`config.mk`:
```
export PLATFORM = sky130hd
export DESIGN_NAME = shift_sequencer_flat
export DESIGN_NICKNAME = d
export VERILOG_FILES = /design/src/rtl/shift_sequencer_pkg.sv /design/src/rtl/shift_sequencer_if.sv /design/src/rtl/shift_sequencer_barrel.sv /design/src/rtl/shift_sequencer.sv /design/src/flat_wrapper.sv
export SDC_FILE = /design/constraint.sdc
export NUM_CORES = 1
export LEC_CHECK = 0
export BUFFER_PORTS_ARGS = -buffer_cell sky130_fd_sc_hd__buf_2
export CAP_MARGIN = 25
export CORE_MARGIN = 2
export CORE_UTILIZATION = 35
export DETAILED_ROUTE_END_ITERATION = 7
export PLACE_DENSITY = 0.63
export SKIP_CTS_REPAIR_TIMING = 1
export SLEW_MARGIN = 20
export SYNTH_ARGS = -nofsm -noshare
export SYNTH_HDL_FRONTEND = slang
export SYNTH_SLANG_ARGS = --single-unit
```
`constraint.sdc`:
```
create_clock -name clk -period 2 [get_ports clk]
set_clock_uncertainty 0.1 [all_clocks]
set_input_delay 0.1 -clock clk [delete_from_list [all_inputs] [get_ports clk]]
set_output_delay 0.1 -clock clk [all_outputs]
set_load 0.02 [all_outputs]
```
`src/rtl/shift_sequencer_pkg.sv`:
```
// Shared types for the shift sequencer: FSM state encoding and shift direction codes.
// Imported by the sequencer top and the barrel shifter it drives.
package shift_seq_pkg;

  typedef enum logic [1:0] {
    IDLE,
    SHIFT,
    DONE
  } shift_seq_state_e;

  localparam logic DIR_LEFT  = 1'b0;
  localparam logic DIR_RIGHT = 1'b1;

endpackage

```
`src/rtl/shift_sequencer_if.sv`:
```
// Command and result handshake bundle for shift_sequencer.
// The master drives commands and takes results; the slave is the sequencer.
interface shift_sequencer_if #(
  parameter int WIDTH = 12,
  parameter int AMT_W = 8
);

  logic             in_valid;
  logic             in_ready;
  logic [WIDTH-1:0] in_data;
  logic             in_dir;
  logic [AMT_W-1:0] in_amt;

  logic             out_valid;
  logic             out_ready;
  logic [WIDTH-1:0] out_data;
  logic [AMT_W-1:0] out_steps;

  modport master (
    output in_valid, in_data, in_dir, in_amt, out_ready,
    input  in_ready, out_valid, out_data, out_steps
  );

  modport slave (
    input  in_valid, in_data, in_dir, in_amt, out_ready,
    output in_ready, out_valid, out_data, out_steps
  );

endinterface

```
`src/rtl/shift_sequencer_barrel.sv`:
```
// Single-pass logical barrel shifter, left or right by 0..WIDTH-1.
// Purely combinational, zero latency; no backpressure.
// Vacated bit positions are filled with zeros in both directions.
module Barrel_shifter
  import shift_seq_pkg::*;
#(
  parameter int WIDTH = 12,
  localparam int SH_W = $clog2(WIDTH)
) (
  input  logic [WIDTH-1:0] data,
  input  logic             dir,
  input  logic [SH_W-1:0]  amt,
  output logic [WIDTH-1:0] result
);

  always_comb begin
    result = data << amt;
    if (dir == DIR_RIGHT) begin
      result = data >> amt;
    end
  end

endmodule

```
`src/rtl/shift_sequencer.sv`:
```
// Iterative front-end for Barrel_shifter: splits a wide shift amount into WIDTH-1 chunks.
// Latency ceil(amt/(WIDTH-1)) cycles after accept; out_valid then holds the result.
// Backpressure: result held stable until out_ready; in_ready only high in IDLE.
module shift_sequencer
  import shift_seq_pkg::*;
#(
  parameter int WIDTH = 12,
  parameter int AMT_W = 8
) (
  input  logic             clk,
  input  logic             rst_n,
  shift_sequencer_if.slave bus
);

  localparam int SH_W = $clog2(WIDTH);
  localparam logic [AMT_W-1:0] MAX_CHUNK_AMT = AMT_W'(WIDTH - 1);
  localparam logic [SH_W-1:0]  MAX_CHUNK_SH  = SH_W'(WIDTH - 1);

  shift_seq_state_e state_q;
  shift_seq_state_e state_d;

  logic [WIDTH-1:0] data_q;
  logic             dir_q;
  logic [AMT_W-1:0] rem_q;
  logic [AMT_W-1:0] steps_q;

  logic [SH_W-1:0]  chunk;
  logic [WIDTH-1:0] shifted;
  logic             accept;
  logic             last_chunk;

  assign accept     = bus.in_valid && (state_q == IDLE);
  assign last_chunk = (rem_q <= MAX_CHUNK_AMT);
  assign chunk      = last_chunk ? rem_q[SH_W-1:0] : MAX_CHUNK_SH;

  Barrel_shifter #(
    .WIDTH (WIDTH)
  ) u_barrel (
    .data   (data_q),
    .dir    (dir_q),
    .amt    (chunk),
    .result (shifted)
  );

  // State register
  always_ff @(posedge clk or negedge rst_n) begin
    if (!rst_n) begin
      state_q <= IDLE;
    end else begin
      state_q <= state_d;
    end
  end

  // Next-state logic
  always_comb begin
    state_d = state_q;
    unique case (state_q)
      IDLE: begin
        if (accept) begin
          state_d = (bus.in_amt == '0) ? DONE : SHIFT;
        end
      end
      SHIFT: begin
        if (last_chunk) begin
          state_d = DONE;
        end
      end
      DONE: begin
        if (bus.out_ready) begin
          state_d = IDLE;
        end
      end
      default: state_d = IDLE;
    endcase
  end

  // Output decode from registered state only, so in_ready never sees out_ready
  always_comb begin
    bus.in_ready  = (state_q == IDLE);
    bus.out_valid = (state_q == DONE);
    bus.out_data  = data_q;
    bus.out_steps = steps_q;
  end

  // Datapath: data/rem/steps advance one chunk per SHIFT cycle
  always_ff @(posedge clk or negedge rst_n) begin
    if (!rst_n) begin
      data_q  <= '0;
      dir_q   <= 1'b0;
      rem_q   <= '0;
      steps_q <= '0;
    end else begin
      unique case (state_q)
        IDLE: begin
          if (accept) begin
            data_q  <= bus.in_data;
            dir_q   <= bus.in_dir;
            rem_q   <= bus.in_amt;
            steps_q <= '0;
          end
        end
        SHIFT: begin
          data_q  <= shifted;
          rem_q   <= rem_q - AMT_W'(chunk);
          steps_q <= steps_q + AMT_W'(1);
        end
        default: ;
      endcase
    end
  end

endmodule

```
`src/flat_wrapper.sv`:
```
// flat-port wrapper written by rule: the top's interface ports become plain ports
module shift_sequencer_flat import shift_seq_pkg::*;
#(
  parameter int WIDTH = 12,
  parameter int AMT_W = 8
)
  (clk, rst_n, bus_in_valid, bus_in_data, bus_in_dir, bus_in_amt, bus_out_ready, bus_in_ready, bus_out_valid, bus_out_data, bus_out_steps);
  shift_sequencer_if #(.WIDTH(WIDTH), .AMT_W(AMT_W)) bus_i ();
  input  logic clk;
  input  logic rst_n;
  input wire logic [$bits(bus_i.in_valid)-1:0] bus_in_valid;
  input wire logic [$bits(bus_i.in_data)-1:0] bus_in_data;
  input wire logic [$bits(bus_i.in_dir)-1:0] bus_in_dir;
  input wire logic [$bits(bus_i.in_amt)-1:0] bus_in_amt;
  input wire logic [$bits(bus_i.out_ready)-1:0] bus_out_ready;
  output wire logic [$bits(bus_i.in_ready)-1:0] bus_in_ready;
  output wire logic [$bits(bus_i.out_valid)-1:0] bus_out_valid;
  output wire logic [$bits(bus_i.out_data)-1:0] bus_out_data;
  output wire logic [$bits(bus_i.out_steps)-1:0] bus_out_steps;
  assign bus_i.in_valid = bus_in_valid;
  assign bus_i.in_data = bus_in_data;
  assign bus_i.in_dir = bus_in_dir;
  assign bus_i.in_amt = bus_in_amt;
  assign bus_i.out_ready = bus_out_ready;
  assign bus_in_ready = bus_i.in_ready;
  assign bus_out_valid = bus_i.out_valid;
  assign bus_out_data = bus_i.out_data;
  assign bus_out_steps = bus_i.out_steps;
  shift_sequencer #(.WIDTH(WIDTH), .AMT_W(AMT_W)) u_core (.clk(clk), .rst_n(rst_n), .bus(bus_i));
endmodule
```
# Word-level counts from Yosys, hierarchy flattened
# Cells that the tools add are included.
dict set report totals {
  input_bits 25
  regBits 31
  elab_cells 35
}
dict set report classes {
  shifts 2
  n_addsub 2
  reduce_logical 7
  muxes 13
  n_eq_ne 5
  order_cmp 1
}
# operator n
set op_table {}
lappend op_table {{8-bit one-hot mux with 2 select lines} 2}
lappend op_table {{12-bit 2-to-1 mux} 2}
lappend op_table {{12-bit one-hot mux with 2 select lines} 1}
lappend op_table {{8-bit 2-to-1 mux} 2}
lappend op_table {{12-bit by 4-bit left shift with 12-bit output} 1}
lappend op_table {{12-bit by 4-bit >> shifter with 12-bit output} 1}
lappend op_table {{8-bit by 1-bit adder with 8-bit output, second input constant} 1}
lappend op_table {{8-bit by 4-bit less-or-equal comparator with 1-bit output, second input constant} 1}
lappend op_table {{8-bit logical NOT} 1}
lappend op_table {{2-bit 2-to-1 mux} 4}
lappend op_table {{8-bit by 4-bit subtractor with 8-bit output} 1}
lappend op_table {{2-bit one-hot mux with 3 select lines} 1}
lappend op_table {{4-bit 2-to-1 mux} 1}
lappend op_table {{2-bit by 1-bit inequality test with 1-bit output, second input constant} 2}
lappend op_table {{2-bit AND reduction} 2}
lappend op_table {{3-bit AND reduction} 1}
lappend op_table {{2-bit by 1-bit equality test with 1-bit output, second input constant} 1}
lappend op_table {{2-bit equality test, second input constant} 1}
lappend op_table {{2-bit logical NOT} 1}
lappend op_table {{2-bit inequality test, second input constant} 1}
lappend op_table {{2-bit nonzero test} 1}
lappend op_table {{1-bit logical AND} 1}

# Logic depth before layout (Yosys ltp)
dict set report depth {
  ltp_word 5
  ltp_mapped 9
  ltp_nobuf 8
}

# Modules after synthesis
# Synthesis repeated with hierarchy kept, for this count alone.
dict set report hier_totals {
  hier_cells 301
  area_unflattened_um2 2695.1
}
# mod area_each_um2 instances cells_per_inst
set modules_own_cells {}
lappend modules_own_cells {shift_sequencer 1631.6 1 168}
lappend modules_own_cells {Barrel_shifter 1063.5 1 133}

# Worst setup path after synthesis
# OpenSTA, ideal clock, no wires.
dict set report synth_timing {
  path_type {reg-to-reg}
  from {register u_core.rem_q[1]}
  to {register u_core.rem_q[6]}
  period_less_slack_ns 2.072
  path_stages_with_launch 10
  arrival_time_ns 1.868
  t_required_ns 1.796
  setup_ns 0.104
  slack_ns -0.072
  cell_sequence {dfrtp_1 -> clkbuf_1 -> clkbuf_1 -> clkbuf_1 -> nand2b_1 -> ha_1 -> o21ai_0 -> a31oi_1 -> o21ai_0 -> o311ai_1}
}
dict set report synth_via {
  elab_chain_len 4
}
# item line_no
set synth_rtl {}
lappend synth_rtl {{start, declared} shift_sequencer.sv:24} ;# logic [AMT_W-1:0] rem_q;
lappend synth_rtl {{start signal, assigned} shift_sequencer.sv:98} ;# rem_q <= bus.in_amt;
lappend synth_rtl {{start signal, assigned} shift_sequencer.sv:104} ;# rem_q <= rem_q - AMT_W'(chunk);
lappend synth_rtl {{8-bit by 4-bit less-or-equal comparator with 1-bit output} shift_sequencer.sv:33} ;# assign last_chunk = (rem_q <= MAX_CHUNK_AMT);
lappend synth_rtl {{4-bit 2-to-1 mux} shift_sequencer.sv:34} ;# assign chunk = last_chunk ? rem_q[SH_W-1:0] : MAX_CHUNK_SH;
lappend synth_rtl {{8-bit by 4-bit subtractor with 8-bit output (*)} shift_sequencer.sv:104}
lappend synth_rtl {{8-bit one-hot mux with 2 select lines (*)} shift_sequencer.sv:93} ;# unique case (state_q)
# Mark *: on every way between the ends. The rest lies on a longest branch, timed or not.
# A chain may end at the register's enable or synchronous reset.

# Worst setup path after layout
dict set report layout_timing {
  from {register u_core.rem_q[4]}
  to {register u_core.data_q[11] (netlist: u_core.bus.out_data[11])}
}
dict set report layout_via {
  elab_chain_len 5
  elab_cells_between_ends 6
  classes_between {order compare: 1; shift: 2; mux: 3}
}
# item line_no
set layout_rtl {}
lappend layout_rtl {{8-bit by 4-bit less-or-equal comparator with 1-bit output (*)} shift_sequencer.sv:33}
lappend layout_rtl {{4-bit 2-to-1 mux (*)} shift_sequencer.sv:34}
lappend layout_rtl {{12-bit by 4-bit left shift with 12-bit output / 12-bit by 4-bit >> shifter with 12-bit output (equally long branches)} {shift_sequencer_barrel.sv:17, shift_sequencer_barrel.sv:19}}
lappend layout_rtl {{12-bit 2-to-1 mux (*)} shift_sequencer_barrel.sv:18} ;# if (dir == DIR_RIGHT) begin
lappend layout_rtl {{12-bit one-hot mux with 2 select lines (*)} shift_sequencer.sv:93}
lappend layout_rtl {{end signal, assigned} shift_sequencer.sv:96} ;# data_q <= bus.in_data;
lappend layout_rtl {{end signal, assigned} shift_sequencer.sv:103} ;# data_q <= shifted;
lappend layout_rtl {{end, declared} shift_sequencer.sv:22} ;# logic [WIDTH-1:0] data_q;
# Marks and branches as above.

==> reports/metrics.cfg <==
[cts]
cts_tree=done
clock_sinks=31
clkTransAtPathRegs_ns=0.07
numCtsBuffers=5
root_buffer=clkbuf_8
cts_buffer_depth=2
clock_latency_ns=0.29
h-tree-depth=2

[final_layout]
nets=495
syn_to_final_growth_pct=43.4
nFillCells=761
antenna_cells=0
drive_gt1_share_pct=38.4

[sta]
max_freq_mhz=460
hold_viol=2
worstMarginPinSlew_ns=0.722
holdWs_ns=-0.00910
slew_viol_final=0
setup_ws_ns=-0.172
max_slew_margin_pct=51.9
grt_setup_unrepaired=true
final-setup-viol-count=12
period_needed_ns=2.17
tns_ns=-1.31
min_period_over_period_pct=109

[global_route]
grt_max_degree=32
grt-ovfl-total=0
grt_antenna_before_repair=0
grt_pass1_wl_um=16900
track_usage_pct=24.8
grt_pass1_vias=3200

[logic_synthesis]
yosysTopAreaCellShare_pct=27.6
synth_most_common_cell=nand2_1
synth_top_area_cell=dfrtp_1
synthesis.nets=392
synthesis.area_sq_um=2810
syn_avg_cell_area_sq_um=7.71
synthTopCellsByCount=nand2_1, dfrtp_1, a21oi_1, nor2_1, clkbuf_1
yosys_warnings=0
synth-edff-count=0
synth-seq-cells=31
async_flop_share_pct=100
synth_area_leaders=dfrtp_1, a21oi_1, nand2_1, mux2i_1, nor2_1
syn_inst=365
seq_area_frac_synth_pct=27.6
ys.flop_type=dfrtp_1
synth.distinct_cells=59

[detailed_routing]
final_antenna_net_count=0
wl_per_cell_um=19.6
drc=0
vias_per_cell=6.23
wl_um=11200
vias=3556
dr.pass1.iters=6
first_iter_violations=457

[power_and_ir_drop]
vdd.ir_drop.worst_v=0.000920
p_leak_nw=1.74
powerDensity_nw_per_um2=1940
swShare_pct=50.9
clkPwrFrac_pct=8.4
seqPwrFrac_pct=16.9
switching_power_mw=3.99
pwr-share-comb_pct=74.6
p_int_mw=3.85

[floorplanning]
rows=32
initial_utilization_pct=36.2
dieWidth_um=93.7
die-area_sq_um=8770
core_sq_um=7770
die_h_um=93.7
num_io_pins=47

[outcome]
violations=hold timing, setup timing
status=finished, violations left

[setup_path]
critical_path_arrival_ns=2.24
path_class=flip-flop to flip-flop
critPathCaptureType=flip-flop
critPathMaxFanout=8
worstPathRequired_ns=2.06
cp-start-kind=flip-flop

[min_path]
hp-class=input pin to flip-flop

[place]
dp_hpwl_um=8000
pre_cts_ws_ns=-0.157
gp_congestion=1.03
portBuffers=46

[job]
cap_violations=0

[per-stage QoR]
stage               instances  total power, mW  area (sq um)  utilization (%)
global placement          545             6.34          3550             45.7
detailed placement        545             6.31          3550             45.7
global route              571             8.32          4040             52.0
floorplan                 365             4.25          2820                -
CTS                       553             7.00          3670             47.2
finish                    571             7.85          4040             52.0
[cell usage in the layout (no fill, tap or decap), types with 5 or more instances in the layout]
cell            n
a211oi_1        7
a21oi_1        27
a22oi_1         6
a31oi_1         7
a32oi_1         5
and3_1          6
buf_2          46
buf_4          71
buf_6           5
clkbuf_8        6
dfrtp_1        30
dlygate4sd3_1   6
mux2i_1        13
nand2_1        34
nand3_1        13
nand4_1         6
nor2_1         26
nor2b_1         7
nor3_1          6
o211ai_1        5
o21ai_0        15
o21ai_1        14
o22ai_1         5
o31ai_1         5
[area by class of cell]
type	count	area [sq um]	area share, %
multi-input cells	292	2030	50.4
repair buffers	133	962	23.8
flip-flops and latches	31	777	19.2
well taps	102	128	3.16
clock buffers	6	82.6	2.05
clock inverters	2	35.0	0.868
inverters	5	18.8	0.465
[per-layer routing]
layer  vias to the layer above  part of all wire, %  global-route usage [%]
li1                       1617                    -                       -
met1                      1638                   41                    33.2
met2                       238                   44                    38.5
met3                        63                   10                    5.22
met4                         0                  4.7                    11.1
met5                         -                    0                       0
[worst paths after layout]
path	cells past startpoint	startpoint	end	slack (ns)
hold reg to reg	1	u_core.bus.out_steps[7]	u_core.bus.out_steps[7]	0.37
setup reg to reg	7	u_core.rem_q[4]	u_core.bus.out_data[11]	-0.17
max in group asynchronous	2	rst_n	u_core.rem_q[1]	0.98
min in group asynchronous	2	rst_n	u_core.bus.out_steps[3]	0.30
setup / recovery	7	u_core.rem_q[4]	u_core.bus.out_data[11]	-0.17
hold / removal	3	bus_in_amt[0]	u_core.rem_q[0]	-0.009
[cells by family after synthesis]
family          count (synthesis)  share of synthesized area (%)
compound gates                141                           33.8
simple gates                  133                           24.7
buf+inv                        42                           6.76
flops                          31                           27.6
mux                            16                           6.22
fa+ha+maj                       2                          0.889
[flip-flops by register name, indices dropped and copies added, names as in the netlist]
name	flops
u_core.dir_q	1
u_core.state_q	2
u_core.bus.out_steps	8
u_core.rem_q	8
u_core.bus.out_data	12
[worst max-delay path: stages, from the launching register on]
cell and delay (ns):
dfrtp_1 0.38, or4_4 0.55, buf_12 0.17, buf_8 0.13, o32ai_2 0.26, a221oi_2 0.10
o22ai_1 0.24, o21ai_1 0.12
[power groups by stage]
stage | clock [mW] | sequential [mW] | combinational [mW]
after global routing | 0.693 | 1.36 | 6.27
after floorplan | 0 | 1.32 | 2.94
after CTS | 0.670 | 1.29 | 5.04
final | 0.661 | 1.33 | 5.86
after global placement | 0 | 1.30 | 5.04
after detailed placement | 0 | 1.30 | 5.01
Power figures use the tool's default switching activity.
